--- src/rtl/pseudo_sensor_frame_gen.sv ---
// Pseudo sensor frame generator: emits a raster test pattern (x + y + frame_cnt)
// with sof/eol/eof framing, horizontal and vertical blanking.
// Optional sink backpressure via the PSG_BACKPRESSURE_EN macro (adds pix_ready).
module pseudo_sensor_frame_gen #(
    parameter int H_ACTIVE = 32,
    parameter int V_ACTIVE = 32,
    parameter int H_BLANK  = 8,
    parameter int V_BLANK  = 16,
    parameter int PIX_W    = 8
) (
    input  logic             p_clk,
    input  logic             arst_p_n,
    input  logic             run,
`ifdef PSG_BACKPRESSURE_EN
    input  logic             pix_ready,
`endif
    output logic             pix_valid,
    output logic [PIX_W-1:0] pix_data,
    output logic             sof,
    output logic             eol,
    output logic             eof,
    output logic [7:0]       frame_cnt,
    output logic             busy
);

    localparam int XW   = (H_ACTIVE > 1) ? $clog2(H_ACTIVE) : 1;
    localparam int YW   = (V_ACTIVE > 1) ? $clog2(V_ACTIVE) : 1;
    localparam int BMAX = (H_BLANK > V_BLANK) ? H_BLANK : V_BLANK;
    localparam int CW   = $clog2(BMAX + 1);

    localparam logic [XW-1:0] X_LAST = XW'(H_ACTIVE - 1);
    localparam logic [XW-1:0] X_PEN  = XW'(H_ACTIVE - 2);
    localparam logic [YW-1:0] Y_LAST = YW'(V_ACTIVE - 1);
    localparam logic [CW-1:0] H_END  = CW'(H_BLANK - 1);
    localparam logic [CW-1:0] V_END  = CW'(V_BLANK - 1);

    typedef enum logic [1:0] {IDLE, ACTIVE, HBLANK, VBLANK} state_t;

    state_t          state;
    logic [XW-1:0]   x;
    logic [YW-1:0]   y;
    logic [CW-1:0]   bcnt;
    logic            accept;
    logic [PIX_W-1:0] data_next_x;
    logic [PIX_W-1:0] data_next_line;
    logic [PIX_W-1:0] data_first;

`ifdef PSG_BACKPRESSURE_EN
    assign accept = pix_ready;
`else
    assign accept = 1'b1;
`endif

    // Pattern value of each candidate next beat; outputs are registered, so the
    // value is computed for the beat about to be presented, not the current one.
    always_comb begin
        data_next_x    = PIX_W'(32'(x) + 32'(y) + 32'(frame_cnt) + 32'd1);
        data_next_line = PIX_W'(32'(y) + 32'(frame_cnt) + 32'd1);
        data_first     = PIX_W'(frame_cnt);
    end

    // Frame FSM with raster counters and registered beat outputs.
    always_ff @(posedge p_clk or negedge arst_p_n) begin
        if (!arst_p_n) begin
            state     <= IDLE;
            x         <= '0;
            y         <= '0;
            bcnt      <= '0;
            pix_valid <= 1'b0;
            pix_data  <= '0;
            sof       <= 1'b0;
            eol       <= 1'b0;
            eof       <= 1'b0;
            frame_cnt <= '0;
            busy      <= 1'b0;
        end else begin
            case (state)
                IDLE: begin
                    if (run) begin
                        state     <= ACTIVE;
                        x         <= '0;
                        y         <= '0;
                        busy      <= 1'b1;
                        pix_valid <= 1'b1;
                        sof       <= 1'b1;
                        eol       <= 1'b0;
                        eof       <= 1'b0;
                        pix_data  <= data_first;
                    end
                end
                ACTIVE: begin
                    if (accept) begin
                        if (x == X_LAST) begin
                            if (y == Y_LAST) begin
                                state     <= VBLANK;
                                bcnt      <= '0;
                                x         <= '0;
                                y         <= '0;
                                frame_cnt <= frame_cnt + 8'd1;
                                pix_valid <= 1'b0;
                                pix_data  <= '0;
                                sof       <= 1'b0;
                                eol       <= 1'b0;
                                eof       <= 1'b0;
                            end else if (H_BLANK == 0) begin
                                x         <= '0;
                                y         <= y + YW'(1);
                                sof       <= 1'b0;
                                eol       <= 1'b0;
                                eof       <= 1'b0;
                                pix_data  <= data_next_line;
                            end else begin
                                state     <= HBLANK;
                                bcnt      <= '0;
                                x         <= '0;
                                pix_valid <= 1'b0;
                                pix_data  <= '0;
                                sof       <= 1'b0;
                                eol       <= 1'b0;
                                eof       <= 1'b0;
                            end
                        end else begin
                            x        <= x + XW'(1);
                            sof      <= 1'b0;
                            eol      <= (x == X_PEN);
                            eof      <= (x == X_PEN) && (y == Y_LAST);
                            pix_data <= data_next_x;
                        end
                    end
                end
                HBLANK: begin
                    if (bcnt == H_END) begin
                        state     <= ACTIVE;
                        x         <= '0;
                        y         <= y + YW'(1);
                        pix_valid <= 1'b1;
                        pix_data  <= data_next_line;
                    end else begin
                        bcnt <= bcnt + CW'(1);
                    end
                end
                VBLANK: begin
                    if (bcnt == V_END) begin
                        bcnt <= '0;
                        if (run) begin
                            state     <= ACTIVE;
                            pix_valid <= 1'b1;
                            sof       <= 1'b1;
                            pix_data  <= data_first;
                        end else begin
                            state <= IDLE;
                            busy  <= 1'b0;
                        end
                    end else begin
                        bcnt <= bcnt + CW'(1);
                    end
                end
                default: state <= IDLE;
            endcase
        end
    end

endmodule

--- config.mk ---
export PLATFORM = sky130hd
export DESIGN_NAME = pseudo_sensor_frame_gen
export DESIGN_NICKNAME = d
export VERILOG_FILES = /design/src/rtl/pseudo_sensor_frame_gen.sv
export SDC_FILE = /design/constraint.sdc
export NUM_CORES = 1
export LEC_CHECK = 0
export ABC_AREA = 0
export BUFFER_PORTS_ARGS = -buffer_cell sky130_fd_sc_hd__clkbuf_2
export CORE_UTILIZATION = 40
export CTS_CLUSTER_DIAMETER = 50
export DETAILED_ROUTE_END_ITERATION = 8
export HOLD_SLACK_MARGIN = 0.05
export MAX_ROUTING_LAYER = met4
export PLACE_DENSITY = 0.69
export SLEW_MARGIN = 20
export SYNTH_ARGS = -nofsm -noshare
export SYNTH_HDL_FRONTEND = slang
export SYNTH_SLANG_ARGS = --single-unit
--- constraint.sdc ---
create_clock -name p_clk -period 2.4 [get_ports p_clk]
set_input_delay 0 -clock p_clk [delete_from_list [all_inputs] [get_ports p_clk]]
set_output_delay 0 -clock p_clk [all_outputs]
set_load 0.02 [all_outputs]
# == After elaboration in Yosys (flattened, before gate mapping) ==
# Index checks and enable logic that the tools add are counted.
# classes
n_eq_ne,15
n_reduce_logical,17
n_mux,41
add_sub_neg,9
# op_table
op,n
2-to-1 mux 5 bit,9
one-hot mux 5 bit (3 select lines),3
2-to-1 mux 8 bit,4
one-hot mux 8 bit (4 select lines),1
"adder 8 x 1 -> 8 bit, second input constant",3
"adder 5 x 1 -> 5 bit, second input constant",3
"== test 5 bit, second input constant",3
2-to-1 mux 1 bit,14
"inequality test 2 bit, second input constant",7
AND reduction 3 bit,4
nonzero test 3 bit,3
adder 5 x 8 -> 8 bit,1
adder 6 x 8 -> 8 bit,1
2-to-1 mux 2 bit,4
one-hot mux 2 bit (4 select lines),1
AND reduction 4 bit,2
adder 5 x 5 -> 6 bit,1
one-hot mux 1 bit (2 select lines),3
AND reduction 2 bit,3
"== test 5 x 3 -> 1 bit, second input constant",1
"== test 5 x 4 -> 1 bit, second input constant",1
AND reduction 5 bit,1
"== test 2 bit, second input constant",2
one-hot mux 1 bit (4 select lines),1
other kinds (5),6
# word_totals
out_inout_bits,21
ff_bits,38
in_bits,3

# == Longest topological paths before layout ==
# Gate-level depths: netlist of the first run.
# depth
word_depth,5
depth_mapped,11
ltp_nobuf,11

# == Least setup slack after synthesis of the first run ==
# Ideal clock, no wire load.
# synth_timing
kind,reg-to-reg
from,register frame_cnt[1]
to,register pix_data[6]
path_slack_ns,-0.301
period_less_slack_ns,2.701
arrival_ns,2.569
stages_incl_launch_ff,9
t_required_ns,2.269
setup_time_ns,0.131
n_path_buf,0
cell_sequence,dfrtp_1 -> fa_1 -> fa_1 -> a21o_1 -> a21oi_1 -> o21ai_1 -> mux2_1 -> a211oi_1 -> o21ai_1
# synth_via
elab_chain_cells,4
# synth_rtl
element,line,source
"start, declared",22,"output logic [7:0] frame_cnt,"
"start signal, assigned",99,frame_cnt <= frame_cnt + 8'd1;
adder 5 x 8 -> 8 bit or adder 6 x 8 -> 8 bit (tied branches),"58, 57",
adder 8 x 1 -> 8 bit (on tied branches),"58, 57",
2-to-1 mux 8 bit (on tied branches),"132, 93",
one-hot mux 8 bit (4 select lines) *,77,case (state)
"end signal, assigned",88,pix_data <= data_first;
"end signal, assigned",127,pix_data <= data_next_x;
"end signal, assigned",137,pix_data <= data_next_line;
"end, declared",18,"output logic [PIX_W-1:0] pix_data,"
# Mark *: on every way between the ends. The rest lies on a longest branch, timed or not. The select of a mux whose other input is x is not followed.
# A chain may end at the register's enable or synchronous reset.

# == Worst setup path in the final report of the first run ==
# layout_timing
from,register y[1]
to,register pix_data[7]
# layout_via
elab_chain_cells,5
# layout_rtl
element,line,source
"start, declared",41,logic [YW-1:0] y;
"start signal, assigned",107,y <= y + YW'(1);
"start signal, assigned",135,y <= y + YW'(1);
adder 5 x 5 -> 6 bit,57,data_next_x = PIX_W'(32'(x) + 32'(y) + 32'(frame_cnt) + 32'd1);
adder 6 x 8 -> 8 bit,57,
adder 8 x 1 -> 8 bit,57,
2-to-1 mux 8 bit,93,if (x == X_LAST) begin
one-hot mux 8 bit (4 select lines) *,77,
"end signal, assigned",88,
"end signal, assigned",111,pix_data <= data_next_line;
"end signal, assigned",127,
# Marks and branches as above.

==> metrics, run 1 <==
outcome=complete, but fails checks; failing checks=negative setup slack; Critical R2R Launch=y[1]; post-route ant nets=0; post-synth cell types=49; clock tree buffer depth=2; Worst-Margin Slew=0.8401 ns; WL/cell=15.14 microns; Synthesized Nets=324; final wirelength=6.267 mm; FF/Latch Area=953.4 sq um; crit end category=register; Final #Nets=372; vias in the first global route=2266; Final Core Density=0.5053; I/O pin cnt=24; CP Cell Sequence=fa_2 > ha_4 > a211oi_4 > o21bai_2 > o311ai_2 > xnor2_1 > a221oi_2 > nor2_1; Routability Congestion=0.8330; total number of vias=2264; Finished Cell Area=3227 sq um; Hold WS=0.1234 ns; final worst slack=-0.05521 ns; Final period util=1.023; sequential element share of the synthesized area=0.3580; grt ovf=0; RSZ-0062 raised after global routing=true; Pwr Density=890.3 nW/um^2; die area=6971 sq um; height of the die=83.49 microns; Num CTS Buffers=5; commonest non-fill, non-tap cell in the layout=nand2_1; total core area=6386 sq um; CTS tree=built; Multi-input gate area=1705 sq um; CTS H-Tree Depth=2; fraction of layout cells with a size suffix above 1=0.2463; Post-Place Cells=402; fillers=596; Slowest cell on crit path=fa_2; fin crit period=2.455 ns; Post-Synthesis Cells=288; std cell rows=29; maximum vdd ir drop=0.0006343 V; worst reg2reg setup slack=-0.06 ns; Syn Area/Cell=9.223 sq um; mapped cell area=2656 sq um; Slew Viols, Final=0; Post-Place Setup Slack=-0.1756 ns; Top FF cell, synth=dfrtp_1; WS Path Type=reg2reg; Antenna diodes=0; LEAKAGE=0.001612 uW; hold path cells=3; initial antenna violation count=0; reg-to-reg endpoint=pix_data[7]; max incr delay on CP=0.62 ns; via density per instance=5.469; fmax=0.4073 GHz; most frequent cells in the layout=37 x nand2_1, 36 x dfrtp_1, 25 x buf_4, 23 x ha_1, 22 x clkbuf_2; Total GRT Usage=0.1973; critical path data required time=2.58 ns; clock root buffer=clkbuf_8; Area after DPL=3020 sq um; Post-synth EDFFs=0; headroom to the max-slew limit=0.4399; Initial DRT Pass Iterations=4; first-pass GRT wire length=10.65 mm; Worst-path clk slew=0.07 ns; clk_skew=0.004258 ns; Yosys Warn Count=0; Yosys reg bits=38; WHS Endpoint=sof; Die W=83.49 microns; Worst-Skew Late Latency=0.29 ns; fin cells=414; worst path arrival time=2.63 ns; Max-Cap Viols=0; largest net degree at the start of global routing=39; CP Max Fanout=2; Area Growth Syn to Fin=21.48%; Post-DP HPWL=4.677 mm; Initial Util=0.4159; type of origin of the critical path=register; # setup viols final=3; DRT iter0 DRCs=144; hold path start=run; Hold Vio Cnt, Final=0; number of buffers inserted by port buffering=23; clk sink count=38; Hold/Removal Path Class=in2reg; drc violations=0; worst r2r path cells=8; asr flop ratio synth=1.000
==> per-layer routing <==
layer  routed length (microns)  track usage  vias to the layer above
met3                       329      0.03264                       10
met4                       129      0.08475                        0
li1                          -            -                     1108
met2                      2894       0.3070                       77
met1                      2913       0.2557                     1069
met5                         0            -                        -
==> registers in the layout, indices dropped and copies added (netlist names) <==
register,count
x,5
busy,1
bcnt,5
eof,1
sof,1
pix_data,8
eol,1
y,5
pix_valid,1
frame_cnt,8
state,2
==> cell families (layout without fill, tap and decap cells) <==
logic type,Yosys count,after routing,share of synthesized area
muxes,4,4,0.01649
AOI/OAI and AO/OA,75,75,0.1847
xor gates and xnor gates,17,17,0.05605
DFF,38,38,0.3580
buffers and inverters,26,75,0.03721
and+or+nand+nor,95,95,0.1752
adders and majority gates,33,33,0.1724
==> worst max path at each step <==
| stage | slack, ns | endpoint | start | cells past startpoint |
|---|---|---|---|---|
| 6_report | -0.06 | pix_data[7] | y[1] | 8 |
| 5_1_grt | -0.15 | pix_data[7] | y[1] | 8 |
| 4_1_cts | -0.07 | pix_data[7] | y[1] | 8 |
| 3_5_place_dp | -0.18 | pix_data[7] | y[1] | 8 |
| 3_3_place_gp | -0.04 | pix_data[7] | y[1] | 8 |
| 2_1_floorplan | -0.01 | pix_data[6] | frame_cnt[1] | 8 |
==> layout make-up <==
type | count | share of cell area
clock inverters | 1 | 0.001551
flip-flops and latches | 38 | 0.2955
clock buffers | 7 | 0.02675
repair buffers | 49 | 0.09694
inverters | 18 | 0.02094
multi-input cells | 224 | 0.5285
well taps | 77 | 0.02986
==> where the power goes <==
part / switching [uW] / total, uW / internal [uW]
logic: 976 / 1580 / 600
registers: 74.6 / 834 / 759
clock network: 231 / 463 / 232
total: 1280 / 2870 / 1590
==> through the flow <==
stage	power, uW	TNS [ns]
3_3_place_gp	2279	-0.03763
5_1_grt	3107	-0.3457
2_1_floorplan	1846	-0.01435
6_report	2873	-0.09750
4_1_cts	2806	-0.06754
3_5_place_dp	2313	-0.2580
==> worst max-delay path: cells and delay by family (launching register included) <==
kind                       cells  cell delay, ns
AOI/OAI and AO/OA              4            0.88
xor gates and xnor gates       1            0.13
adders and majority gates      2            0.84
DFF                            1            0.41
and+or+nand+nor                1            0.07
==> Yosys cell counts, types with 2 or more instances <==
cell / n / share of area
a2bb2oi_1: 2 / 0.0066
ha_1: 27 / 0.13
a211oi_1: 4 / 0.011
a221oi_1: 3 / 0.0099
dfrtp_1: 38 / 0.36
a22oi_1: 2 / 0.0057
nor3_1: 2 / 0.0038
nand2b_1: 5 / 0.012
o31ai_1: 5 / 0.014
nand4_1: 3 / 0.0071
o21ai_1: 5 / 0.0094
nand3_1: 14 / 0.026
nor2_1: 16 / 0.023
clkbuf_1: 7 / 0.0099
xnor2_1: 11 / 0.036
a31oi_1: 2 / 0.0047
mux2_2: 2 / 0.0085
o21ai_0: 22 / 0.041
nand2_1: 37 / 0.052
and2_1: 2 / 0.0047
fa_1: 6 / 0.045
a21oi_1: 15 / 0.028
inv_1: 17 / 0.024
nand3b_1: 2 / 0.0057
nor2b_1: 2 / 0.0047
o311ai_1: 2 / 0.0066
a21o_1: 3 / 0.0085
xor2_1: 6 / 0.020
and3_1: 6 / 0.014
==> repair_timing <==
| item | in CTS | in global routing |
|---|---|---|
| endpoints found under the hold margin | 38 | 0 |
| hold buffers | 1 | 0 |
| gates resized for setup | 4 | 11 |
| setup endpoints to repair | 3 | 3 |
| setup buffers | 2 | 1 |
| pin swaps | 5 | 3 |
Note: power is estimated with default switching activity, not from simulation.
==> run 2: changes to the inputs <==
--- a/config.mk
+++ b/config.mk
@@ -19 +19,2 @@
 export SYNTH_SLANG_ARGS = --single-unit
+export TNS_END_PERCENT = 5
--- a/constraint.sdc
+++ b/constraint.sdc
@@ -3,2 +3,2 @@
 set_output_delay 0 -clock p_clk [all_outputs]
-set_load 0.02 [all_outputs]
+set_load 0.1 [all_outputs]
==> run 2 against run 1 <==
The flow now finishes without violations. Via count is 2.2% lower. Maximum frequency is 2.7% higher. Sequential share of layout area is 0.24 points higher. Critical path depth stayed put. Global-route usage is 0.11 points lower. Sequential power hardly changed. Count of clock-buffer cells in the layout stayed put. Critical path type unchanged. Final cell count is 0.72% higher.
==> metrics, run 2 (same netlist as run 1, synthesis figures left out) <==
outcome=finished, final reports clean; worst path arrival time=2.56 ns; final wirelength=6.090 mm; DRT iter0 DRCs=133; Seq pwr share=0.263; die area=6971 sq um; RSZ-0062 raised after global routing=true; fin cells=417; std cell rows=29; LEAKAGE=0.001617 uW; Pwr Density=981.0 nW/um^2; maximum vdd ir drop=0.0007289 V; clk sink count=38; Num CTS Buffers=5; commonest non-fill, non-tap cell in the layout=nand2_1; WS Path Type=reg2reg; WL/cell=14.60 microns; fraction of layout cells with a size suffix above 1=0.2529; Area Growth Syn to Fin=21.62%; total core area=6386 sq um; Slowest cell on crit path=fa_2; Slew Viols, Final=0; headroom to the max-slew limit=0.4605; fmax=0.4183 GHz; Post-Place Cells=404; Switch Pwr=1589 uW; initial antenna violation count=0; most frequent cells in the layout=37 x nand2_1, 33 x dfrtp_1, 28 x buf_4, 24 x ha_1, 23 x clkbuf_2; vias in the first global route=2209; setup TNS=0 ns; Hold Vio Cnt, Final=0; fillers=564; first-pass GRT wire length=10.48 mm; fin crit period=2.391 ns; type of origin of the critical path=register; sw frac=0.5014; I/O pin cnt=24; Final period util=0.9961; Initial DRT Pass Iterations=4; largest net degree at the start of global routing=29; Max-Cap Viols=0; clock root buffer=clkbuf_8; Worst-Skew Late Latency=0.29 ns; Hold/Removal Path Class=in2reg; grt ovf=0; Total GRT Usage=0.1962; Post-DP HPWL=4.705 mm; clk_skew=0.007034 ns; Routability Congestion=0.8818; Worst-path clk slew=0.08 ns; max incr delay on CP=0.58 ns; Comb pwr share=0.591; Tot Pwr=3169 uW; post-route ant nets=0; CP Max Fanout=2; Final #Nets=375; height of the die=83.49 microns; Antenna diodes=0; via density per instance=5.309; number of buffers inserted by port buffering=23; clock tree buffer depth=2; Initial Util=0.4159; CTS tree=built; Largest regs=frame_cnt: 8 flops, pix_data: 8 flops; Die W=83.49 microns; Worst-Margin Slew=0.7967 ns; CP Cell Sequence=fa_2 > ha_4 > a211oi_2 > o21bai_2 > a21oi_2 > xnor2_1 > a221oi_1 > o31ai_1; CTS H-Tree Depth=2; drc violations=0; clock power share=0.146; crit end category=register; critical path data required time=2.57 ns; # setup viols final=0; total number of vias=2214; internal power=1580 uW
[run 2: power by group through the flow]
stage | registers [uW] | clock network, uW | logic, uW
finish | 833 | 462 | 1870
global route | 846 | 500 | 2070
CTS | 834 | 477 | 1870
detailed placement | 846 | 0 | 1830
global placement | 842 | 0 | 1820
floorplan | 1260 | 0 | 929
[run 2: layer usage]
metal | track usage | vias up | share of wire
met4 | 0.06780 | 0 | 0.019
met3 | 0.04352 | 6 | 0.041
met1 | 0.2505 | 1047 | 0.48
met2 | 0.3092 | 44 | 0.46
li1 | - | 1117 | -
met5 | - | - | 0
[run 2: area by class of cell]
| cell class | count | area (sq um) | share of cell area |
|---|---|---|---|
| Multi-Input combinational cell | 224 | 1678 | 0.5194 |
| Clock buffer | 7 | 86.33 | 0.02672 |
| Sequential cell | 38 | 962.2 | 0.2978 |
| Inverter | 18 | 67.56 | 0.02091 |
| Tap cell | 77 | 96.34 | 0.02982 |
| Clock inverter | 1 | 5.005 | 0.001549 |
| Timing Repair Buffer | 52 | 335.3 | 0.1038 |
[run 2: per-stage QoR]
step	setup WS [ns]	util	area, sq um	hold WS (ns)
2_1_floorplan	-0.1932	-	2684	-0.2956
3_3_place_gp	-0.05792	0.4767	3044	0.08363
3_5_place_dp	-0.1035	0.4767	3044	0.08268
4_1_cts	-0.02049	0.5016	3203	0.1193
5_1_grt	-0.08186	0.5059	3231	0.1568
6_report	0.009455	0.5059	3231	0.1297
[run 2: path summary, 6_finish.rpt]
path	start	to	slack, ns	cells after the start
max	frame_cnt[1]	pix_data[5]	0.009	8
min	run	busy	0.13	3
max reg2reg	frame_cnt[1]	pix_data[5]	0.009	8
min reg2reg	pix_data[2]	pix_data[2]	0.48	2
max in group asynchronous	arst_p_n	eol	1.50	3
min in group asynchronous	arst_p_n	pix_valid	0.28	2
[run 2: what timing repair did]
action | CTS | global route
pin swaps | 5 | 2
endpoints found under the hold margin | 27 | 0
endpoints found under the setup margin | 3 | 4
gates resized for setup | 5 | 5
buffers inserted | 3 | 1
hold buffers | 1 | 0
[run 2: worst max-delay path: cells and delay by family, from the launching register on]
family | cells | cell delay [ns]
compound gates | 5 | 0.91
xor+xnor | 1 | 0.08
fa+ha+maj | 2 | 0.79
flops | 1 | 0.48
